**src/rtl/led_rgb_pwm.sv**
```systemverilog
// led_rgb_pwm: N_LED RGB LEDs, per-colour PWM with off / steady / blink / breathe modes.
// Define LED_RGB_BREATHE_EN to build breathe mode; otherwise mode 11 acts as steady.
module led_rgb_pwm #(
   parameter int N_LED      = 4,
   parameter int PWM_W      = 8,
   parameter int PRESCALE   = 256,
   parameter int ACTIVE_LOW = 1,
   localparam int AW        = (N_LED > 1) ? $clog2(N_LED) : 1
) (
   input  logic                 fpga_sysclk,
   input  logic                 rst_sys,
   input  logic                 wr_valid,
   output logic                 wr_ready,
   input  logic [AW-1:0]        wr_addr,
   input  logic [1:0]           wr_mode,
   input  logic [3*PWM_W-1:0]   wr_rgb,
   output logic [3*N_LED-1:0]   led_rgb,
   output logic                 period_end
);

   localparam int               PS_W      = (PRESCALE > 1) ? $clog2(PRESCALE) : 1;
   localparam logic [PS_W-1:0]  PS_LAST   = PS_W'(PRESCALE - 1);
   localparam logic [PWM_W-1:0] SLOT_LAST = '1;

   logic [PS_W-1:0]    presc_q, presc_d;
   logic [PWM_W-1:0]   slot_q, slot_d;
   logic [PWM_W:0]     frame_q, frame_d;
   logic               pend_valid_q, pend_valid_d;
   logic [AW-1:0]      pend_addr_q, pend_addr_d;
   logic [1:0]         pend_mode_q, pend_mode_d;
   logic [3*PWM_W-1:0] pend_rgb_q, pend_rgb_d;
   logic [3*N_LED-1:0] on_q, on_d;
   logic               period_end_q;
   logic               tick, wrap;

   always_comb begin
      tick         = (presc_q == PS_LAST);
      wrap         = tick && (slot_q == SLOT_LAST);
      presc_d      = tick ? '0 : presc_q + 1'b1;
      slot_d       = tick ? slot_q + 1'b1 : slot_q;
      frame_d      = wrap ? frame_q + 1'b1 : frame_q;
      pend_valid_d = pend_valid_q;
      pend_addr_d  = pend_addr_q;
      pend_mode_d  = pend_mode_q;
      pend_rgb_d   = pend_rgb_q;
      // A write landing in the period-end cycle is only captured here; it commits next period.
      if (pend_valid_q) begin
         if (wrap) pend_valid_d = 1'b0;
      end else if (wr_valid) begin
         pend_valid_d = 1'b1;
         pend_addr_d  = wr_addr;
         pend_mode_d  = wr_mode;
         pend_rgb_d   = wr_rgb;
      end
   end

   always_ff @(posedge fpga_sysclk or posedge rst_sys) begin
      if (rst_sys) begin
         presc_q      <= '0;
         slot_q       <= '0;
         frame_q      <= '0;
         pend_valid_q <= 1'b0;
         pend_addr_q  <= '0;
         pend_mode_q  <= '0;
         pend_rgb_q   <= '0;
         on_q         <= '0;
         period_end_q <= 1'b0;
      end else begin
         presc_q      <= presc_d;
         slot_q       <= slot_d;
         frame_q      <= frame_d;
         pend_valid_q <= pend_valid_d;
         pend_addr_q  <= pend_addr_d;
         pend_mode_q  <= pend_mode_d;
         pend_rgb_q   <= pend_rgb_d;
         on_q         <= on_d;
         period_end_q <= wrap;
      end
   end

`ifdef LED_RGB_BREATHE_EN
   logic [PWM_W-1:0] env;
   assign env = frame_q[PWM_W] ? ~frame_q[PWM_W-1:0] : frame_q[PWM_W-1:0];
`endif

   for (genvar gi = 0; gi < N_LED; gi++) begin : g_led
      logic [1:0]         mode_q, mode_d;
      logic [3*PWM_W-1:0] rgb_q, rgb_d;
      logic               commit;

      // Out-of-range addresses never match any LED index, so they are silently dropped.
      assign commit = wrap && pend_valid_q && (pend_addr_q == AW'(gi));

      always_comb begin
         mode_d = mode_q;
         rgb_d  = rgb_q;
         if (commit) begin
            mode_d = pend_mode_q;
            rgb_d  = pend_rgb_q;
         end
      end

      always_ff @(posedge fpga_sysclk or posedge rst_sys) begin
         if (rst_sys) begin
            mode_q <= 2'b00;
            rgb_q  <= '0;
         end else begin
            mode_q <= mode_d;
            rgb_q  <= rgb_d;
         end
      end

      for (genvar ci = 0; ci < 3; ci++) begin : g_col
         logic [PWM_W-1:0] duty, eff;
         assign duty = rgb_q[ci*PWM_W +: PWM_W];
`ifdef LED_RGB_BREATHE_EN
         logic [2*PWM_W-1:0] prod;
         assign prod = duty * env;
`endif
         always_comb begin
            eff = duty;
            case (mode_q)
               2'b00:   eff = '0;
               2'b10:   if (frame_q[PWM_W]) eff = '0;
`ifdef LED_RGB_BREATHE_EN
               2'b11:   eff = prod[2*PWM_W-1:PWM_W];
`endif
               default: eff = duty;
            endcase
         end
         // Strict compare: duty 0 never lights, full-scale duty misses only the last slot.
         assign on_d[3*gi + ci] = (eff > slot_q);
      end
   end

   assign wr_ready   = ~pend_valid_q;
   assign period_end = period_end_q;
   assign led_rgb    = on_q ^ {(3*N_LED){ACTIVE_LOW != 0}};

endmodule
```
**config.mk**
```make
export PLATFORM = sky130hd
export DESIGN_NAME = led_rgb_pwm
export DESIGN_NICKNAME = d
export VERILOG_FILES = /design/src/rtl/led_rgb_pwm.sv
export SDC_FILE = /design/constraint.sdc
export NUM_CORES = 1
export LEC_CHECK = 0
export BUFFER_PORTS_ARGS = -buffer_cell sky130_fd_sc_hd__buf_2
export CORE_ASPECT_RATIO = 1.5
export CORE_MARGIN = 8
export CORE_UTILIZATION = 62
export CTS_CLUSTER_SIZE = 30
export DETAILED_ROUTE_END_ITERATION = 8
export PLACE_DENSITY = 0.8
export SLEW_MARGIN = 20
export SYNTH_ARGS = -nofsm -noshare
export SYNTH_HDL_FRONTEND = slang
export SYNTH_SLANG_ARGS = --single-unit
export TNS_END_PERCENT = 30
```
**constraint.sdc**
```tcl
create_clock -name fpga_sysclk -period 6.7 [get_ports fpga_sysclk]
set_input_delay 1.005 -clock fpga_sysclk [delete_from_list [all_inputs] [get_ports fpga_sysclk]]
set_output_delay 1.005 -clock fpga_sysclk [all_outputs]
set_load 0.01 [all_outputs]
```
==> results.md <==
* Outcome: finished, final reports clean
* Vias per cell at 5.92
* RD Place Congestion at 0.812
* Critical path launch point: slot_q[0]$_DFFE_PP0N_
* Post-route clock skew at 0.00606 ns
* H-tree Lvls at 4
* Final period utilization at 42.8%
* Lkg Pwr at 4.93 nW
* Post-Route Setup TNS at 0 ns
* Critical-path maximum fanout at 26
* Hold Path Class: reg2reg
* Yosys top cell by area: dfrtp_1
* Slew headroom at 34.6%
* Power Dens Cells at 209 nW/µm²
* Worst-Skew Late Latency at 0.43 ns
* Sequential area share after synthesis at 47.0%
* Worst Path Required at 7.01 ns
* Fin. max-slew vios at 0
* Clock transition at path regs at 0.07 ns
* Net Count, Synth at 890
* Most common cell after layout, fill and taps aside: dfrtp_1
* Clk sinks at 171
* Worst setup SP type: register
* Setup repair bufs after CTS at 0
* Multi-input gate area at 4660 µm²
* Crit path time final at 2.87 ns
* Max-cap violations at 0
* Most frequent cells in the layout: dfrtp_1 (171), mux2_2 (133), ha_1 (99)
* Synthesized area at 9100 µm²
* First-pass GRT wire length at 33700 µm
* Placed Area at 9540 µm²
* Initial antenna violation count at 0
* WP buf/inv at 0
* Layout area overhead at 11.6%
* Distinct cells, synth at 36
* Final Instance Area at 10200 µm²
* Die H at 164 µm
* Area contributors post-synth: dfrtp_1 (47%), mux2_2 (16%), ha_1 (14%)
* Crit path cell chain: ha_1 > nand4_1 > nor4_4 > nand3_2 > mux2_2
* Drt initial violations at 293
* Row Count at 54
* Port-buffer cells at 44
* Ant. Diodes at 0
* CP Capture Type: register
* Final Hold Vio Count at 0
* Initial DRT Pass Iterations at 5
* Vias in the first global route at 6668
* Root Buffer: clkbuf_16
* Slew @ Worst Pin at 0.972 ns
* Wire length per cell at 20.1 µm
* Die ar. at 18900 µm²
* DPL Wire Length at 13600 µm
* Register bit total from synthesis at 171
* Worst path slowest cell: dfrtp_1
* Synth warn at 0
* IO Count at 45
* Worst reg2reg path startpoint: slot_q[0]$_DFFE_PP0N_
* Utilization after layout at 70.3%
* ANT nets after route at 0
* Setup-failing EPs final at 0
* DRC at 0
* Syn avg cell area at 12.0 µm²
* Layout Nets at 939
* CTS buffer count at 17
* Fillers at 1028
* WS Path Type: reg2reg
* Fraction of layout cells with a size suffix above 1 at 27.1%
* Synth Instances at 760
* Worst hold start: frame_q[7]$_DFFE_PP0P_
* Hold buffers post-CTS at 0
* Achievable clock frequency at 0.349 GHz
* RSZ-0062 raised after global routing: no
* Vias at 6023
* Starting density of the core at 63.0%
* Wirelength, routed at 20500 µm
* Post_cts resized at 0
* Yosys top cell area share at 47.0%
* Core Area at 14500 µm²
* Worst EP arrival at 3.18 ns
* GRT overflow at 0
* FF+latch area at 4280 µm²
* Die X at 115 µm
* CTS tree: done
* Clk buf depth at 2
* Largest net degree at the start of global routing at 96
* Max IR drop VDD at 140 µV
* Reg2Reg Setup Slack at 3.83 ns
* Tot GR Track Use at 23.6%
* Crit path max-delay family: simple AND/OR/NAND/NOR gates
* CP peak stage delay at 0.77 ns
-- power by group --
group	switching, W	total [W]	internal [W]
combinational	0.0000236	0.0000373	0.0000137
sequential	0.0000163	0.00106	0.00104
clock	0.000429	0.00102	0.000595
total	0.000469	0.00212	0.00165
-- kinds of logic after synthesis --
logic type	count (synthesis)	synth area share (%)
AND/OR/NAND/NOR	199	12.8
flip-flops	171	47.0
multiplexers	141	17.3
adder cells (fa/ha/maj)	99	13.6
AO/OA/AOI/OAI	85	5.39
buffers and inverters	45	1.97
XOR/XNOR	20	1.92
-- layer usage --
layer	GRT usage [%]	wire [µm]
met1	25.2	7910
met2	42.9	11200
met3	4.98	684
met4	11.8	740
met5	0	0
-- stage by stage --
stage / hold slack [ns] / std cells / total power, W / worst slack (ns)
2_1_floorplan: 0.438 / 760 / 0.00109 / 1.06
3_3_place_gp: 0.454 / 986 / 0.00111 / 3.92
3_5_place_dp: 0.455 / 986 / 0.00112 / 3.79
4_1_cts: 0.473 / 1018 / 0.00214 / 3.79
5_1_grt: 0.487 / 1018 / 0.00218 / 3.64
6_report: 0.471 / 1018 / 0.00212 / 3.83
-- area by class of cell --
| cell class | instances | area share, % |
|---|---|---|
| inverter | 26 | 1.01 |
| multi-input combinational | 544 | 45.9 |
| tap | 196 | 2.41 |
| sequential | 171 | 42.1 |
| clock buffer | 17 | 4.19 |
| timing repair buffer | 49 | 2.54 |
| clock inverter | 15 | 1.85 |
-- worst register-to-register path: cells and delay by family (launching register included) --
| family | cells | cell delay (ns) |
|---|---|---|
| simple gates | 3 | 1.13 |
| flops | 1 | 0.77 |
| mux | 1 | 0.53 |
| fa+ha+maj | 1 | 0.32 |
-- final timing paths --
kind                                            endpoint  depth (start not counted)
setup / recovery           g_led[3].rgb_q[4]$_DFFE_PP0P_                          5
hold / removal                    frame_q[7]$_DFFE_PP0P_                          1
setup reg to reg           g_led[3].rgb_q[4]$_DFFE_PP0P_                          5
hold reg to reg                   frame_q[7]$_DFFE_PP0P_                          1
max in group asynchronous              on_q[9]$_DFF_PP0_                          3
min in group asynchronous           presc_q[5]$_DFF_PP0_                          2
-- cell usage after synthesis --
cell type,count
a211oi_1,1
a21o_1,5
a21oi_1,41
a221o_1,1
a22oi_1,1
a31oi_1,1
a32o_1,2
and3_1,5
and4_1,1
buf_1,2
buf_2,8
clkbuf_1,9
dfrtp_1,171
ha_1,99
inv_1,26
mux2_2,133
mux2i_1,8
nand2_1,17
nand2_2,1
nand2b_1,13
nand3_1,14
nand3_2,1
nand3b_2,2
nand4_1,25
nor2_1,21
nor2b_1,94
nor3_1,2
nor4_1,1
nor4_4,1
nor4b_1,1
o21a_1,10
o21ai_0,20
o21bai_1,2
o22ai_1,1
xnor2_1,15
xor2_1,5
-- sequential cells by signal, indices dropped and copies added, names as in the netlist --
| signal | count |
|---|---|
| slot_q | 8 |
| on_q | 12 |
| pend_rgb_q | 24 |
| g_led.rgb_q | 96 |
| pend_mode_q | 2 |
| frame_q | 9 |
| pend_addr_q | 2 |
| pend_valid_q | 1 |
| period_end | 1 |
| g_led.mode_q | 8 |
| presc_q | 8 |
No activity file was read; power rests on OpenSTA's default activity.
